<file path="config.mk">
export PLATFORM = sky130hd
export DESIGN_NAME = unet_host_sequencer
export DESIGN_NICKNAME = d
export VERILOG_FILES = /design/src/rtl/unet_host_sequencer.sv
export SDC_FILE = /design/constraint.sdc
export NUM_CORES = 1
export LEC_CHECK = 0
export ABC_CLOCK_PERIOD_IN_PS = 4400
export BUFFER_PORTS_ARGS = -buffer_cell sky130_fd_sc_hd__buf_4
export CORE_AREA = 5 5 96 98
export CTS_CLUSTER_DIAMETER = 100
export DETAILED_ROUTE_END_ITERATION = 10
export DIE_AREA = 0 0 101 103
export GPL_TIMING_DRIVEN = 0
export PLACE_DENSITY = 0.89
export SYNTH_ARGS = -nofsm -noshare
export SYNTH_HDL_FRONTEND = slang
export SYNTH_SLANG_ARGS = --single-unit
</file>
<file path="constraint.sdc">
create_clock -name clk -period 4.4 [get_ports clk]
set_input_delay 0.88 -clock clk [delete_from_list [all_inputs] [get_ports clk]]
set_output_delay 0.88 -clock clk [all_outputs]
set_load 0.1 [all_outputs]
</file>
<file path="src/rtl/unet_host_sequencer.sv">
// unet_host_sequencer: CPU-free host controller for one inference on the
// accelerator. It streams weights and then input words from a combinational-read
// memory into the accelerator, waits for compute to finish, and writes the
// results back. It reports busy, done and error, and has a watchdog.
module unet_host_sequencer #(
  parameter int WEIGHT_WORDS = 1680,
  parameter int INPUT_WORDS  = 49218,
  parameter int OUTPUT_WORDS = 65536,
  parameter int WEIGHT_BASE  = 0,
  parameter int INPUT_BASE   = 1680,
  parameter int ADDR_W       = 17,
  parameter int TMO_W        = 24
) (
  input  logic              clk,
  input  logic              rst_n,
  input  logic              start,
  input  logic              skip_weights,
  input  logic              abort,
  output logic              busy,
  output logic              done,
  output logic              error,
  output logic [2:0]        state_o,
  input  logic [2:0]        acc_ctrl,
  output logic              acc_enpulse,
  output logic [31:0]       acc_data_in,
  input  logic [31:0]       acc_data_out,
  output logic [ADDR_W-1:0] rd_addr,
  input  logic [31:0]       rd_data,
  output logic              wr_en,
  output logic [ADDR_W-1:0] wr_addr,
  output logic [31:0]       wr_data
);

  typedef enum logic [2:0] {
    S_IDLE   = 3'd0,
    S_WAIT_W = 3'd1,
    S_LOAD_W = 3'd2,
    S_WAIT_D = 3'd3,
    S_LOAD_D = 3'd4,
    S_WAIT_R = 3'd5,
    S_UNLOAD = 3'd6,
    S_ERR    = 3'd7
  } state_t;

  // Status codes reported by the accelerator on acc_ctrl.
  typedef enum logic [2:0] {
    AC_CALC    = 3'd0,
    AC_SEND_W  = 3'd1,
    AC_SEND_D  = 3'd2,
    AC_READY   = 3'd3,
    AC_SENDING = 3'd4,
    AC_IDLE    = 3'd5
  } acc_code_t;

  localparam logic [ADDR_W-1:0] W_BASE = ADDR_W'(WEIGHT_BASE);
  localparam logic [ADDR_W-1:0] D_BASE = ADDR_W'(INPUT_BASE);
  localparam logic [ADDR_W-1:0] W_LAST = ADDR_W'(WEIGHT_WORDS - 1);
  localparam logic [ADDR_W-1:0] D_LAST = ADDR_W'(INPUT_WORDS - 1);
  localparam logic [ADDR_W-1:0] O_LAST = ADDR_W'(OUTPUT_WORDS - 1);
  // An idle cycle seen with this value would push wdog to all-ones, so the
  // timeout is taken on that cycle.
  localparam logic [TMO_W-1:0]  TMO_LAST = {{(TMO_W-1){1'b1}}, 1'b0};

  state_t            state, state_nxt;
  logic [ADDR_W-1:0] cnt, cnt_nxt;
  logic [TMO_W-1:0]  wdog;
  logic              xfer;

  assign busy    = (state != S_IDLE);
  assign state_o = state;
  assign wr_data = acc_data_out;

  // Next state, word counter and all transfer-qualified outputs.
  always_comb begin
    // NOTE: every signal written here gets a default first, so no latch can be inferred.
    state_nxt   = state;
    cnt_nxt     = cnt;
    xfer        = 1'b0;
    acc_enpulse = 1'b0;
    acc_data_in = '0;
    rd_addr     = '0;
    wr_en       = 1'b0;
    wr_addr     = '0;
    done        = 1'b0;

    unique case (state)
      S_IDLE: begin
        if (start) state_nxt = skip_weights ? S_WAIT_D : S_WAIT_W;
      end
      S_WAIT_W: begin
        if (acc_ctrl == AC_IDLE) begin
          acc_enpulse = 1'b1;
          cnt_nxt     = '0;
          state_nxt   = S_LOAD_W;
        end
      end
      S_LOAD_W: begin
        rd_addr     = W_BASE + cnt;
        acc_data_in = rd_data;
        if (acc_ctrl == AC_SEND_W) begin
          xfer = 1'b1;
          if (cnt == W_LAST) begin
            cnt_nxt   = '0;
            state_nxt = S_WAIT_D;
          end else begin
            cnt_nxt = cnt + 1'b1;
          end
        end
      end
      S_WAIT_D: begin
        if (acc_ctrl == AC_IDLE) begin
          acc_enpulse = 1'b1;
          cnt_nxt     = '0;
          state_nxt   = S_LOAD_D;
        end
      end
      S_LOAD_D: begin
        rd_addr     = D_BASE + cnt;
        acc_data_in = rd_data;
        if (acc_ctrl == AC_SEND_D) begin
          xfer = 1'b1;
          if (cnt == D_LAST) begin
            cnt_nxt   = '0;
            state_nxt = S_WAIT_R;
          end else begin
            cnt_nxt = cnt + 1'b1;
          end
        end
      end
      S_WAIT_R: begin
        if (acc_ctrl == AC_READY) begin
          acc_enpulse = 1'b1;
          cnt_nxt     = '0;
          state_nxt   = S_UNLOAD;
        end
      end
      S_UNLOAD: begin
        wr_addr = cnt;
        if (acc_ctrl == AC_SENDING) begin
          xfer  = 1'b1;
          wr_en = 1'b1;
          if (cnt == O_LAST) begin
            done      = 1'b1;
            cnt_nxt   = '0;
            state_nxt = S_IDLE;
          end else begin
            cnt_nxt = cnt + 1'b1;
          end
        end
      end
      S_ERR: begin
        cnt_nxt   = '0;
        state_nxt = S_IDLE;
      end
    endcase

    // Abort wins over any word seen in the same cycle; that word is dropped.
    if (abort && state != S_IDLE && state != S_ERR) begin
      state_nxt   = S_ERR;
      cnt_nxt     = cnt;
      xfer        = 1'b0;
      acc_enpulse = 1'b0;
      wr_en       = 1'b0;
      done        = 1'b0;
    end else if (state != S_IDLE && state != S_ERR && state_nxt == state &&
                 !xfer && wdog == TMO_LAST) begin
      state_nxt = S_ERR;
    end
  end

  // State and word counter registers.
  always_ff @(posedge clk or negedge rst_n) begin
    // NOTE: sequential state uses non-blocking assignments so every register samples pre-edge values.
    if (!rst_n) begin
      state <= S_IDLE;
      cnt   <= '0;
    end else begin
      state <= state_nxt;
      cnt   <= cnt_nxt;
    end
  end

  // Watchdog: cleared by any progress, otherwise counts busy cycles.
  always_ff @(posedge clk or negedge rst_n) begin
    if (!rst_n) begin
      wdog <= '0;
    end else if (state_nxt != state || xfer) begin
      wdog <= '0;
    end else if (busy) begin
      wdog <= wdog + 1'b1;
    end
  end

  // Sticky error flag, cleared only when a new run is accepted.
  always_ff @(posedge clk or negedge rst_n) begin
    if (!rst_n) begin
      error <= 1'b0;
    end else if (state == S_IDLE && start) begin
      error <= 1'b0;
    end else if (state_nxt == S_ERR) begin
      error <= 1'b1;
    end
  end

endmodule

</file>
==> results of run 1 <==
state kept, by name, summed over array words and instances, names as in the netlist:
signal and count:
cnt 17, wdog 24, error 1, state_o 3
final cells by class:
type	instances	share of cell area (%)
Sequential cell	45	21.8
Tap cell	108	2.62
Multi-Input combinational cell	354	44.9
Clock buffer	8	1.55
Buffer	61	7.37
Inverter	11	0.800
Timing Repair Buffer	144	21.0
power by group through the flow:
| stage | clock network, mW | registers, mW | logic [mW] |
|---|---|---|---|
| 3_5_place_dp | 0 | 0.514 | 2.52 |
| 2_1_floorplan | 0 | 0.618 | 1.88 |
| 6_report | 0.250 | 0.508 | 2.55 |
| 5_1_grt | 0.268 | 0.515 | 2.68 |
| 3_3_place_gp | 0 | 0.510 | 2.49 |
| 4_1_cts | 0.250 | 0.507 | 2.53 |
worst max-delay path, cell delays in order, from the launching register on:
cell	delay, ns
dfrtp_1	0.37
buf_6	0.14
clkbuf_1	0.31
nand2b_1	0.34
nor2_1	0.18
nor2_1	0.56
clkbuf_1	0.41
nor2b_1	0.12
buf_4	0.25
path summary, 6_finish.rpt:
check	startpoint	to	slack, ns	cells past startpoint
max reg2reg	cnt[4]	wdog[11]	0.66	14
max in group asynchronous	rst_n	cnt[2]	3.44	1
min	error	error	0.52	1
min in group asynchronous	rst_n	wdog[11]	0.58	1
min reg2reg	error	error	0.52	1
max	state_o[0]	acc_data_in[25]	0.53	8
cells in the final DEF, fill, tap and decap left out, types with 11 or more instances in the layout:
cell	n
nand3_1	21
nor3_1	18
nor2b_1	41
nor3_2	21
and2_1	14
buf_4	176
nand2_1	37
nor2_1	27
o21ai_0	21
a21oi_1	11
clkbuf_1	22
dfrtp_1	45
and3_1	12
xor2_1	17
xnor2_1	12
Yosys cell counts (5+ instances only):
master,n
nor3_2,21
buf_2,7
o21ai_0,31
nand2_1,37
a22o_1,8
nand4_1,10
nor3_1,18
and3_1,12
nor2_1,27
xor2_1,17
clkbuf_1,19
a21oi_1,12
dfrtp_1,45
xnor2_1,12
buf_4,32
inv_1,10
ha_1,8
a211oi_1,5
and2_1,15
and4_1,5
nand3_1,21
nor2b_1,41
per-layer routing:
metal  vias up  GRT usage [%]
met4         0           5.21
met5         -              0
met1      1897           29.6
li1       1923              -
met2       176           35.9
met3        16           3.59
metrics by stage:
| step | utilization (%) | hold slack (ns) | setup TNS [ns] |
|---|---|---|---|
| 5_1_grt | 61.6 | 0.528 | 0 |
| 3_3_place_gp | 60.6 | 0.502 | 0 |
| 3_5_place_dp | 60.6 | 0.502 | 0 |
| 2_1_floorplan | - | 0.529 | -0.452 |
| 6_report | 61.6 | 0.520 | 0 |
| 4_1_cts | 61.6 | 0.519 | 0 |
logic make-up (layout without fill, tap and decap cells):
group	count (synthesis)	after routing
XOR/XNOR	29	29
AND/OR/NAND/NOR	232	232
flip-flops	45	45
AO/OA/AOI/OAI	85	85
buffers and inverters	72	224
adder cells (fa/ha/maj)	8	8
==> results.toml, run 1 <==
[synth]
synth-edff-count = 0
synth_cell_types = 51
yosysTopAreaCell = "dfrtp_1"
synthAdderAreaFrac_pct = 2.61
synth_top_family_by_area = "simple AND/OR/NAND/NOR gates"
syn_nets = 551
ys_seq_area_share_pct = 29.3
yosysTopAreaCellShare_pct = 29.3
synth_area_um2 = 3840
avgSynthCellArea_um2 = 8.15
syn-instance-count = 471
yosysWarnings = 0
synth-simple-area-share_pct = 35.9
synth.area.top_cells = "dfrtp_1 (29%), nor2b_1 (6.7%), buf_4 (6.3%), nor3_2 (5.5%), o21ai_0 (4.0%)"
yosys_register_bits = 45
synth_compound_area_share_pct = 14.5
yosys_most_used_dff = "dfrtp_1"
synthMuxAreaShare_pct = 0
async_reset_ff_share_pct = 100
synth_xor_area_share_pct = 6.62

[drt]
postRouteAntennaNets = 0
drt_wl_total_um = 12100
wl_met1_um = 5050
routed-via-count = 4012
wl_met2_um = 6070
top_layer_used = "met4"
drcViolationCount = 0
viasPerCell = 5.49
wl_met3_um = 843
initialDrtViolationCount = 201
wl_per_cell_um = 16.5
first_pass_iters = 5

[placed_design]
dpl-instance-area_um2 = 5080
gp_congestion = 0.954
placed_cells = 723
post-place-ws_ns = 0.737
hpwl_um = 9340
io_buffers = 144

[pwr]
clkPwrFrac_pct = 7.6
intPower_mw = 1.13
comb_power_share_pct = 77.1
powerDensity_nw_per_um2 = 642
power_mw = 3.31
seqPwrFrac_pct = 15.3
p_switching_mw = 2.18
vdd_ir_drop_max_v = 0.000455
swShare_pct = 65.9
p_leak_nw = 2.37

[global_routing]
grt_remaining_overflow = 0
antenna_found_initial = 0
grt_pass1_wl_um = 18400
grt_pass1_vias = 3853
grt_max_degree = 46
globalRouteTotalUtil_pct = 21.7

[sta]
finalCriticalPeriod_ns = 3.87
fin_crit_sh_pct = 88.0
finalClockSkew_ns = 0.00438
fmax_mhz = 258
maxSlewViolCount = 0
finalWorstSetupSlack_ns = 0.528
maxSlewHeadroom_pct = 36.9
worstMarginPinSlew_ns = 0.932
setup-violations-final = 0
rsz0062_at_grt = "no"
hold_violations = 0

[finish]
fin_area_um2 = 5160
num_antenna_cells = 0
multi_input_area_um2 = 2310
num-fill-cells = 708
ff_latch_area_um2 = 1130
final_nets = 702
layout.cells.non_filler = 731
area_delta_synth_final_pct = 34.4
drive_above_1_share_pct = 35.3

[floorplan]
die_area_um2 = 10400
die_w_um = 101
num_rows = 34
die_height_um = 103
start_util_pct = 45.8
core-area_um2 = 8380
io_pins = 178

[min_path]
worstHoldPathType = "reg2reg"

[critical_path]
path_max_fanout = 10
crit_arrival_ns = 2.99
crit_required_ns = 3.52
path_class = "reg2out"
end_kind = "output pin"
cp-start-kind = "flop"

[clock_tree]
cts_buffers = 5
cts_tree = "done"
hold_buffers = 0
post_cts_resized = 0
path_clk_slew_ns = 0.08
clk_latency_ns = 0.30
clk_root_buffer_cell = "clkbuf_8"
htree_levels = 2
clk_path_buf_depth = 2
cts_setup_buffers = 0
cts.sinks = 45

[run]
drv_cap = 0

[outcome]
status = "completed"
(Power assumes the default switching activity.)
==> run 2: changes to the inputs <==
- CELL_PAD_IN_SITES_DETAIL_PLACEMENT: not set -> 1
- CELL_PAD_IN_SITES_GLOBAL_PLACEMENT: not set -> 1
- CORE_AREA: 5 5 96 98 -> 5 5 113 115
- DIE_AREA: 0 0 101 103 -> 0 0 118 120
- PLACE_DENSITY: 0.89 -> 0.9
==> results.toml, run 2 (synthesized netlist as in run 1, its figures left out) <==
[sta]
setup-violations-final = 0
maxSlewHeadroom_pct = 46.4
maxSlewViolCount = 0
finalCriticalPeriod_ns = 4.04
setup-tns-final_ns = 0
worstMarginPinSlew_ns = 0.792
rsz0062_at_grt = "no"
hold_violations = 0
finalWorstSetupSlack_ns = 0.357
fmax_mhz = 247
fin_crit_sh_pct = 91.9
finalClockSkew_ns = 0.00758

[finish]
largest_register = "wdog"
ff_latch_area_um2 = 1130
num-fill-cells = 1435
final_common_cell = "buf_4"
final_nets = 702
fin_util_pct = 45.1
layout.cells.non_filler = 769
multi_input_area_um2 = 2310
largest_reg_flops = 24
drive_above_1_share_pct = 35.7
area_delta_synth_final_pct = 37.8
mostFrequentLayoutCells = "buf_4 (176), dfrtp_1 (45), nor2b_1 (41)"
num_antenna_cells = 0

[run]
drv_cap = 0

[pwr]
powerDensity_nw_per_um2 = 665
vdd_ir_drop_max_v = 0.000430
p_leak_nw = 2.41
power_mw = 3.51

[critical_path]
end_kind = "output pin"
reg2reg_slack_ns = 0.65
crit_required_ns = 3.52
r2r_cells = 14
path_class = "reg2out"
r2r_start = "cnt[4]"
r2r_end = "wdog[11]"
cp-start-kind = "flop"
crit_arrival_ns = 3.16
path_max_fanout = 10
endpoint = "acc_data_in[30]"
crit_path_start = "state_o[0]"

[clock_tree]
post_cts_resized = 0
clk_path_buf_depth = 2
htree_levels = 2
cts_tree = "done"
clk_latency_ns = 0.29
path_clk_slew_ns = 0.06
hold_buffers = 0
cts_buffers = 5
clk_root_buffer_cell = "clkbuf_16"
cts.sinks = 45
cts_setup_buffers = 0

[global_routing]
antenna_found_initial = 0
grt_remaining_overflow = 0
grt_pass1_wl_um = 21900
globalRouteTotalUtil_pct = 18.4
grt_max_degree = 46
grt_pass1_vias = 4397

[drt]
drcViolationCount = 0
first_pass_iters = 4
postRouteAntennaNets = 0
routed-via-count = 4083
initialDrtViolationCount = 213
viasPerCell = 5.31
drt_wl_total_um = 13800
wl_per_cell_um = 18.0

[floorplan]
io_pins = 178
die_w_um = 118
start_util_pct = 32.8
die_area_um2 = 14200
core-area_um2 = 11700
num_rows = 40
die_height_um = 120

[placed_design]
hpwl_um = 10900
gp_congestion = 0.847
io_buffers = 144
post-place-ws_ns = 0.680
placed_cells = 762

[min_path]
worstHoldPathType = "reg2reg"

[outcome]
status = "completed"
[run 2: cell types whose count changed in the layout (fill, tap and decap cells not counted), sizes merged]
cell,before,now
bufinv,0,1
clkbuf,27,24
clkinv,1,2
[run 2: where the power goes]
part	switching [mW]	internal [mW]	total (mW)
sequential	0.0534	0.460	0.514
clock	0.158	0.264	0.421
combinational	2.02	0.555	2.58
[run 2: critical path, stage by stage (launching register included)]
cell and delay, ns:
dfrtp_1 0.36, buf_6 0.15, clkbuf_1 0.37, nand2b_1 0.39
nor2_1 0.23, nor2_1 0.59, clkbuf_1 0.42, nor2b_1 0.11
buf_4 0.25
[run 2: layer usage]
layer | GRT usage, % | up-vias | part of all wire (%)
met3 | 3.53 | 12 | 5.6
met2 | 34.2 | 144 | 54
met1 | 21.7 | 2002 | 40
met5 | 0 | - | 0
li1 | - | 1925 | -
met4 | 4.16 | 0 | 0.91
[run 2: worst min path at each step]
stage / startpoint / to / cells past startpoint
2_1_floorplan: cnt[0] / cnt[0] / 1
3_3_place_gp: error / error / 1
3_5_place_dp: wdog[22] / wdog[22] / 2
4_1_cts: wdog[22] / wdog[22] / 2
5_1_grt: wdog[22] / wdog[22] / 2
6_report: wdog[11] / wdog[11] / 2
[run 2: layout make-up]
class                      instances  share of cell area, %
buffer                            61                   7.19
clock buffer                       5                   2.37
clock inverter                     2                  0.663
inverter                          11                  0.781
multi-input combinational        354                   43.8
sequential                        45                   21.3
tap                              147                   3.48
timing repair buffer             144                   20.4
[run 2: through the flow]
stage               hold slack, ns  instance area, um^2
finish                       0.582                 5290
global route                 0.609                 5290
CTS                          0.587                 5290
detailed placement           0.571                 5130
global placement             0.536                 5130
floorplan                    0.529                 3860
==> run 3: changes to the inputs <==
==> constraint.sdc (replaced) <==
create_clock -name clk -period 4.4 [get_ports clk]
set_input_delay 0.22 -clock clk [delete_from_list [all_inputs] [get_ports clk]]
set_output_delay 0.22 -clock clk [all_outputs]
set_load 0.1 [all_outputs]
==> results.toml, run 3 (synthesized netlist as in run 1, its figures left out) <==
[critical_path]
end_kind = "flop"
crit_required_ns = 4.60
r2r_start = "cnt[4]"
r2r_end = "wdog[15]"
cp-start-kind = "flop"
path_class = "reg2reg"
path_max_fanout = 10
crit_arrival_ns = 3.93
r2r_cells = 14
reg2reg_slack_ns = 0.67

[clock_tree]
clk_root_buffer_cell = "clkbuf_16"
clk_path_buf_depth = 2
hold_buffers = 1
cts_buffers = 5
path_clk_slew_ns = 0.06
cts_tree = "done"
clk_latency_ns = 0.29
htree_levels = 2
cts.sinks = 45
post_cts_resized = 0
cts_setup_buffers = 0

[finish]
num-fill-cells = 1438
layout.cells.non_filler = 770
final_common_cell = "buf_4"
num_antenna_cells = 0
area_delta_synth_final_pct = 37.8
drive_above_1_share_pct = 35.3
mostFrequentLayoutCells = "buf_4 (176), dfrtp_1 (45), nor2b_1 (41)"
largest_register = "wdog"
fin_area_um2 = 5290
multi_input_area_um2 = 2310
final_nets = 703
largest_reg_flops = 24
ff_latch_area_um2 = 1130

[min_path]
worstHoldPathType = "in2reg"
hold_depth = 4
worstHoldStart = "abort"
min_to = "state_o[2]"

[placed_design]
gp_congestion = 0.878
dpl-instance-area_um2 = 5120
io_buffers = 144
hpwl_um = 10800
placed_cells = 762

[floorplan]
start_util_pct = 32.8
io_pins = 178
core-area_um2 = 11700
die_area_um2 = 14200
die_height_um = 120
die_w_um = 118
num_rows = 40

[outcome]
status = "completed"

[sta]
maxSlewHeadroom_pct = 52.2
hold_violations = 0
fin_crit_sh_pct = 84.7
maxSlewViolCount = 0
setup-tns-final_ns = 0
finalClockSkew_ns = 0.0100
finalCriticalPeriod_ns = 3.73
fmax_mhz = 268
worstMarginPinSlew_ns = 0.706
rsz0062_at_grt = "no"
setup-violations-final = 0

[pwr]
comb_power_share_pct = 73.3
powerDensity_nw_per_um2 = 665
vdd_ir_drop_max_v = 0.000542
swShare_pct = 63.7
p_leak_nw = 2.41
seqPwrFrac_pct = 14.5
p_switching_mw = 2.24
intPower_mw = 1.28
clkPwrFrac_pct = 12.2

[drt]
routed-via-count = 4101
viasPerCell = 5.33
wl_per_cell_um = 18.2
drcViolationCount = 0
first_pass_iters = 4
initialDrtViolationCount = 208
drt_wl_total_um = 14000
postRouteAntennaNets = 0

[global_routing]
grt_pass1_vias = 4428
globalRouteTotalUtil_pct = 19.0
grt_remaining_overflow = 0
antenna_found_initial = 0
grt_pass1_wl_um = 22500
grt_max_degree = 46

[run]
drv_cap = 0
## run 3: cell count changes in the layout (fill, tap and decap cells not counted), sizes merged
cell         before  now
dlygate4sd3       0    1
## run 3: critical path, cell delays in order (launching register included)
cell      delay, ns
dfrtp_1        0.47
ha_1           0.30
and3_1         0.21
nand4_1        0.20
nor2_1         0.19
and3_1         0.20
and3_1         0.20
ha_1           0.22
nand3b_1       0.10
o311ai_0       0.35
o21bai_1       0.14
a211o_1        0.30
a211o_4        0.40
buf_6          0.17
nor3_2         0.18
## run 3: worst max path at each step
stage	from	to	slack [ns]	cells past startpoint
finish	cnt[4]	wdog[15]	0.67	14
global route	cnt[4]	wdog[15]	0.43	14
CTS	cnt[4]	wdog[15]	0.70	14
detailed placement	cnt[4]	wdog[15]	0.74	14
global placement	cnt[4]	wdog[23]	0.76	14
floorplan	state_o[2]	rd_addr[15]	0.03	6
## run 3: per-layer routing
metal | share of wire [%] | vias up | routed length, um | track usage [%]
li1 | - | 1936 | - | -
met1 | 41 | 2025 | 5690 | 22.9
met2 | 54 | 123 | 7560 | 35.0
met3 | 4.2 | 17 | 595 | 3.25
met4 | 1.2 | 0 | 168 | 4.44
met5 | 0 | - | 0 | 0
## run 3: area by class of cell
cell class                 instances  area share [%]
buffer                            61            7.19
clock buffer                       5            2.37
clock inverter                     2           0.662
inverter                          11           0.781
multi-input combinational        354            43.6
sequential                        45            21.3
tap                              147            3.48
timing repair buffer             145            20.6
## run 3: per-stage QoR
step	util, %	worst slack (ns)	hold WS (ns)	power [mW]
finish	45.2	0.674	0.354	3.52
global route	45.2	0.435	0.366	3.68
CTS	45.2	0.704	0.341	3.52
detailed placement	43.7	0.738	0.270	3.09
global placement	43.7	0.763	0.251	3.02
floorplan	-	0.0310	-0.0756	2.49
## run 3: power groups by stage
stage                     combinational [mW]  clock [mW]  sequential, mW
after floorplan                         1.87           0           0.618
after global placement                  2.51           0           0.514
after detailed placement                2.57           0           0.518
after CTS                               2.59       0.429           0.511
after global routing                    2.71       0.449           0.518
final                                   2.58       0.429           0.512
